<file path="src/rtl/synth_spi_pkg.sv">
// synth_spi_pkg: shared constants, FSM states and frame builder for the voice SPI master
package synth_spi_pkg;
  localparam logic [7:0] CMD_WRITE_DIV = 8'h80;
  localparam int FRAME_BITS = 24;
  localparam logic [4:0] LAST_BIT = 5'(FRAME_BITS - 1);

  typedef enum logic [2:0] {IDLE, SETUP, SHIFT, HOLD, GAP} state_t;

  function automatic logic [FRAME_BITS-1:0] build_frame(input logic [7:0] voice, input logic [15:0] div);
    return {CMD_WRITE_DIV | voice, div};
  endfunction
endpackage

</file>
<file path="src/rtl/spi_half_tick.sv">
// spi_half_tick: one-cycle tick every CLK_DIV cycles, realigned by a synchronous restart
module spi_half_tick #(
  parameter int CLK_DIV = 4
) (
  input  logic clk,
  input  logic rst_n,
  input  logic restart,
  output logic tick
);
  localparam int CW = $clog2(CLK_DIV + 1);
  localparam logic [CW-1:0] RELOAD = CW'(CLK_DIV - 1);

  logic [CW-1:0] cnt;

  assign tick = cnt == '0;

  // count down to zero, reloading on every tick or restart
  always_ff @(posedge clk or negedge rst_n)
    if (!rst_n) cnt <= RELOAD;
    else cnt <= (restart || tick) ? RELOAD : cnt - 1'b1;
endmodule

</file>
<file path="src/rtl/voice_cmd_spi_master.sv">
// voice_cmd_spi_master: mode-0 SPI master sending 3-byte voice-divider write frames
module voice_cmd_spi_master
  import synth_spi_pkg::*;
#(
  parameter int NUM_VOICES = 4,
  parameter int D_W        = 16,
  parameter int BYTE_W     = 8,
  parameter int CLK_DIV    = 4,
  parameter int GAP_HALF   = 2
) (
  input  logic                          sys_clk,
  input  logic                          rst_n,
  input  logic                          cmd_valid,
  output logic                          cmd_ready,
  input  logic [$clog2(NUM_VOICES)-1:0] cmd_voice,
  input  logic [D_W-1:0]                cmd_div,
  output logic                          spi_sck,
  output logic                          spi_csn,
  output logic                          spi_mosi,
  input  logic                          spi_miso,
  output logic [3*BYTE_W-1:0]           rx_data,
  output logic                          rx_valid,
  output logic                          busy
);
  localparam logic [4:0] GAP_LAST = 5'(GAP_HALF - 1);

  state_t                  state;
  logic                    tick;
  logic [FRAME_BITS-1:0]   frame;
  logic [FRAME_BITS-2:0]   tx_sh;
  logic [FRAME_BITS-1:0]   rx_sh;
  logic [4:0]              bit_cnt;

  assign frame = build_frame(8'(cmd_voice), 16'(cmd_div));

  // the tick counter is held in restart while idle so SETUP lasts exactly CLK_DIV cycles
  spi_half_tick #(.CLK_DIV(CLK_DIV)) u_tick (
    .clk    (sys_clk),
    .rst_n  (rst_n),
    .restart(state == IDLE),
    .tick   (tick)
  );

  // frame sequencer: bit23 is driven straight from the accept, the rest comes from tx_sh
  always_ff @(posedge sys_clk or negedge rst_n)
    if (!rst_n) begin
      state     <= IDLE;
      cmd_ready <= 1'b1;
      busy      <= 1'b0;
      spi_sck   <= 1'b0;
      spi_csn   <= 1'b1;
      spi_mosi  <= 1'b0;
      rx_data   <= '0;
      rx_valid  <= 1'b0;
      tx_sh     <= '0;
      rx_sh     <= '0;
      bit_cnt   <= '0;
    end else begin
      rx_valid <= 1'b0;
      case (state)
        IDLE:
          if (cmd_valid && cmd_ready) begin
            tx_sh     <= frame[FRAME_BITS-2:0];
            spi_mosi  <= frame[FRAME_BITS-1];
            spi_csn   <= 1'b0;
            cmd_ready <= 1'b0;
            busy      <= 1'b1;
            bit_cnt   <= '0;
            state     <= SETUP;
          end
        SETUP:
          if (tick) state <= SHIFT;
        SHIFT:
          if (tick) begin
            if (!spi_sck) begin
              spi_sck <= 1'b1;
              rx_sh   <= {rx_sh[FRAME_BITS-2:0], spi_miso};
            end else begin
              spi_sck <= 1'b0;
              if (bit_cnt == LAST_BIT) begin
                bit_cnt <= '0;
                state   <= HOLD;
              end else begin
                bit_cnt  <= bit_cnt + 1'b1;
                spi_mosi <= tx_sh[FRAME_BITS-2];
                tx_sh    <= {tx_sh[FRAME_BITS-3:0], 1'b0};
              end
            end
          end
        HOLD:
          if (tick) begin
            spi_csn  <= 1'b1;
            spi_mosi <= 1'b0;
            rx_data  <= rx_sh;
            rx_valid <= 1'b1;
            state    <= GAP;
          end
        GAP:
          if (tick) begin
            if (bit_cnt == GAP_LAST) begin
              cmd_ready <= 1'b1;
              busy      <= 1'b0;
              state     <= IDLE;
            end else bit_cnt <= bit_cnt + 1'b1;
          end
        default: state <= IDLE;
      endcase
    end
endmodule

</file>
<file path="config.mk">
export PLATFORM = sky130hd
export DESIGN_NAME = voice_cmd_spi_master
export DESIGN_NICKNAME = d
export VERILOG_FILES = /design/src/rtl/synth_spi_pkg.sv /design/src/rtl/spi_half_tick.sv /design/src/rtl/voice_cmd_spi_master.sv
export SDC_FILE = /design/constraint.sdc
export NUM_CORES = 1
export LEC_CHECK = 0
export CORE_ASPECT_RATIO = 0.9
export CORE_MARGIN = 1
export CORE_UTILIZATION = 40
export DETAILED_ROUTE_END_ITERATION = 12
export GPL_TIMING_DRIVEN = 0
export PLACE_DENSITY_LB_ADDON = 0.12
export REMOVE_ABC_BUFFERS = 1
export SYNTH_ARGS = -nofsm -noshare
export SYNTH_HDL_FRONTEND = slang
export SYNTH_SLANG_ARGS = --single-unit
export TNS_END_PERCENT = 50
</file>
<file path="constraint.sdc">
create_clock -name sys_clk -period 3.5 [get_ports sys_clk]
set_clock_uncertainty 0.05 [all_clocks]
set_input_delay 0.875 -clock sys_clk [delete_from_list [all_inputs] [get_ports sys_clk]]
set_output_delay 0.875 -clock sys_clk [all_outputs]
set_load 0.02 [all_outputs]
</file>
==> metrics.txt <==
# TYPE chip_impl_metric gauge
chip_impl_metric{name="grt_overflow_total",unit=""} 0
chip_impl_metric{name="die-area",unit="um2"} 10100
chip_impl_metric{name="worstRegToRegCells",unit=""} 8
chip_impl_metric{name="netlist-cell-type-count",unit=""} 44
chip_impl_metric{name="drive_gt1_share",unit="%"} 27.6
chip_impl_metric{name="ctsHtreeMaxLevel",unit=""} 3
chip_impl_info{name="unrepaired_setup_endpoints_after_global_routing",value="false"} 1
chip_impl_metric{name="drtPass1Iterations",unit=""} 4
chip_impl_info{name="ys_top_cells_by_area",value="dfrtp_1, mux2_2, nand2_1, dfstp_2, a22o_1"} 1
chip_impl_metric{name="area.growth.synth_to_final",unit="%"} 22.4
chip_impl_metric{name="core_area",unit="um2"} 9290
chip_impl_metric{name="grt_pass1_vias",unit=""} 2486
chip_impl_metric{name="synthesis.instances",unit=""} 311
chip_impl_metric{name="initialDrtViolationCount",unit=""} 94
chip_impl_metric{name="floorplan.die.width",unit="um"} 106
chip_impl_metric{name="worstPathMaxFanout",unit=""} 11
chip_impl_info{name="gr-max-usage-layer",value="met2"} 1
chip_impl_metric{name="design_power_total",unit="W"} 0.00193
chip_impl_metric{name="setup-violations-final",unit=""} 0
chip_impl_info{name="critical_path.most_common_cell",value="buf_6"} 1
chip_impl_metric{name="power.leakage",unit="nW"} 2.26
chip_impl_info{name="worst_setup_path_start_kind",value="flip-flop"} 1
chip_impl_info{name="final_common_cell",value="dfrtp_1"} 1
chip_impl_metric{name="report.final.hold_viol_count",unit=""} 0
chip_impl_metric{name="route.vias.total",unit=""} 2505
chip_impl_metric{name="max_cap_violations",unit=""} 0
chip_impl_info{name="critical_path.slowest_cell",value="nor3b_2"} 1
chip_impl_metric{name="maxClockFrequency",unit="GHz"} 0.361
chip_impl_metric{name="port_buffers",unit=""} 51
chip_impl_metric{name="cp.arrival",unit="ns"} 2.97
chip_impl_metric{name="cts_setup_buffers",unit=""} 0
chip_impl_info{name="path_cells",value="inv_1 -> ha_1 -> nor2b_1 -> nand2_1 -> nor3b_2 -> buf_6 -> buf_6 -> mux2_2"} 1
chip_impl_metric{name="worst_ep_required_time",unit="ns"} 3.70
chip_impl_metric{name="edff_count_synth",unit=""} 0
chip_impl_metric{name="final_min_period_over_clock_period",unit="%"} 79.2
chip_impl_metric{name="cts_inserted_buffers",unit=""} 9
chip_impl_metric{name="diodes",unit=""} 0
chip_impl_metric{name="placementRows",unit=""} 33
chip_impl_metric{name="synth_largest_type_area_fraction",unit="%"} 54.0
chip_impl_metric{name="synthesis.area_per_instance",unit="um2"} 12.5
chip_impl_metric{name="grt_usage",unit="%"} 15.4
chip_impl_metric{name="final_period_minus_worst_setup_slack",unit="ns"} 2.77
chip_impl_metric{name="n_fill_cell",unit=""} 850
chip_impl_metric{name="final_ant_viol_nets",unit=""} 0
chip_impl_metric{name="fin_nets",unit=""} 390
chip_impl_metric{name="layout.cell_area.non_filler",unit="um2"} 4760
chip_impl_info{name="crit_family",value="simple AND/OR/NAND/NOR gates"} 1
chip_impl_metric{name="syn-cell-area",unit="um2"} 3890
chip_impl_info{name="setup.worst_path.end_class",value="flip-flop"} 1
chip_impl_metric{name="clk_pin_slew_worst_paths",unit="ns"} 0.09
chip_impl_metric{name="maxSlewHeadroom",unit="%"} 23.3
chip_impl_metric{name="ys_ff_latch",unit=""} 88
chip_impl_metric{name="insertion_delay",unit="ns"} 0.36
chip_impl_info{name="worstSetupPathType",value="reg -> reg"} 1
chip_impl_metric{name="design.portCount",unit=""} 52
chip_impl_metric{name="final_max_slew_viol_count",unit=""} 0
chip_impl_metric{name="grt_start_max_net_pins",unit=""} 47
chip_impl_metric{name="postPlaceCellArea",unit="um2"} 4520
chip_impl_info{name="synth_flop_cell",value="dfrtp_1"} 1
chip_impl_metric{name="globalplace.congestion",unit=""} 0.800
chip_impl_metric{name="multi_input_comb_area",unit="um2"} 1570
chip_impl_metric{name="drc",unit=""} 0
chip_impl_info{name="synth_area_leader_cell",value="dfrtp_1"} 1
chip_impl_metric{name="via_per_inst",unit=""} 5.10
chip_impl_metric{name="global_route.usage.met1",unit="%"} 20.0
chip_impl_metric{name="yosysWarningCount",unit=""} 0
chip_impl_metric{name="cts_sinks",unit=""} 88
chip_impl_metric{name="detail_route.wirelength",unit="mm"} 6.94
chip_impl_metric{name="irDropWorstVdd",unit="uV"} 405
chip_impl_info{name="hold_path.class",value="reg -> reg"} 1
chip_impl_info{name="ctsRootBufferMaster",value="clkbuf_8"} 1
chip_impl_metric{name="setup_slack",unit="ns"} 0.728
chip_impl_metric{name="seq_area_frac_synth",unit="%"} 56.7
chip_impl_metric{name="number_of_cells_upsized_or_downsized_after_cts",unit=""} 0
chip_impl_metric{name="worst_hold_path.num_cells",unit=""} 1
chip_impl_metric{name="hpwlAfterDp",unit="mm"} 4.54
chip_impl_info{name="run_status",value="finished, final reports clean"} 1
chip_impl_metric{name="sequential_cell_area",unit="um2"} 2210
chip_impl_info{name="final_cell_mix",value="dfrtp_1, mux2_2, nand2_1, clkdlybuf4s50_1, nor2_1"} 1
chip_impl_metric{name="clockBufferDepth",unit=""} 2
chip_impl_metric{name="gr-usage-met3",unit="%"} 5.74
chip_impl_metric{name="worst_setup_timing_slack_at_the_placement_stage",unit="ns"} 0.542
chip_impl_metric{name="post_drt_wl_per_cell",unit="um"} 14.1
chip_impl_metric{name="groute.layer.met2.usage",unit="%"} 23.4
chip_impl_metric{name="cpPeakStageDelay",unit="ns"} 0.58
chip_impl_metric{name="power_per_cell_area",unit="nW/um2"} 404
chip_impl_info{name="clock_tree_from_tritoncts",value="yes"} 1
chip_impl_metric{name="postCtsHoldBufs",unit=""} 0
chip_impl_metric{name="worst_slew_pin_slew",unit="ns"} 1.15
chip_impl_metric{name="chipHeight",unit="um"} 95.6
chip_impl_metric{name="antenna_found_initial",unit=""} 0
chip_impl_metric{name="worstPathBufferInverterCount",unit=""} 3
chip_impl_metric{name="worstSetupPathDepth",unit=""} 8
chip_impl_metric{name="start_util",unit="%"} 41.9
chip_impl_metric{name="grt_first_pass_wirelength",unit="mm"} 11.9
chip_impl_metric{name="synthArstFlopShare",unit="%"} 100
==> where the power goes <==
group,internal [W],switching (W),total (W)
logic,0.0000262,0.0000241,0.0000503
registers,0.00102,0.00000238,0.00102
clock network,0.000481,0.000373,0.000854
==> cell families after synthesis <==
kind of cell,share of synthesized area [%]
and+or+nand+nor,12.6
DFF,56.7
muxes,19.9
AOI/OAI and AO/OA,5.95
buffers and inverters,3.22
adders and majority gates,1.29
xor gates and xnor gates,0.225
==> per-stage QoR <==
stage | TNS [ns] | util (%) | cells | hold slack (ns)
after detailed placement | 0 | 48.6 | 475 | 0.387
after global placement | -195.58 | 47.9 | 471 | 0.378
after CTS | 0 | 51.2 | 491 | 0.409
final | 0 | 51.2 | 491 | 0.404
after floorplan | -2.09 | - | 298 | 0.371
after global routing | 0 | 51.2 | 491 | 0.419
==> cells in the mapped netlist, drive strengths merged, types with 2 or more instances <==
| cell type | number |
|---|---|
| dfstp | 4 |
| nand2 | 61 |
| buf | 11 |
| nor2b | 2 |
| nand2b | 3 |
| inv | 5 |
| ha | 4 |
| mux2 | 68 |
| a22o | 8 |
| nor2 | 12 |
| a21oi | 7 |
| clkbuf | 2 |
| or3b | 2 |
| nand3 | 3 |
| nor3b | 5 |
| o21ai | 6 |
| dfrtp | 84 |
| nor3 | 3 |
| a211o | 2 |
| nor4 | 2 |
==> layer usage <==
metal	wire length, um	vias to the layer above
li1	-	1192
met1	3330	1254
met2	3130	50
met3	388	9
met4	94	0
met5	0	-
==> layout make-up <==
cell class | count | area share (%)
clock buffers | 10 | 2.68
well taps | 122 | 3.21
clock inverters | 6 | 2.47
flip-flops and latches | 88 | 46.4
multi-input cells | 205 | 32.9
inverters | 5 | 0.394
repair buffers | 55 | 12.0
==> final timing paths <==
path / from / endpoint / slack (ns)
min in group asynchronous: rst_n / state[1] / 0.45
max in group asynchronous: rst_n / bit_cnt[0] / 2.34
max: u_tick.cnt[0] / rx_data[16] / 0.73
min reg2reg: u_tick.cnt[0] / u_tick.cnt[0] / 0.40
max reg2reg: u_tick.cnt[0] / rx_data[16] / 0.73
min: u_tick.cnt[0] / u_tick.cnt[0] / 0.40
==> registers in the layout, indices dropped and copies added, names as in the netlist <==
register / cells
rx_data: 24
rx_sh: 24
tx_sh: 23
bit_cnt: 5
state: 3
u_tick.cnt: 3
busy: 1
cmd_ready: 1
rx_valid: 1
spi_csn: 1
spi_mosi: 1
spi_sck: 1
No activity file was read; power rests on OpenSTA's default activity.
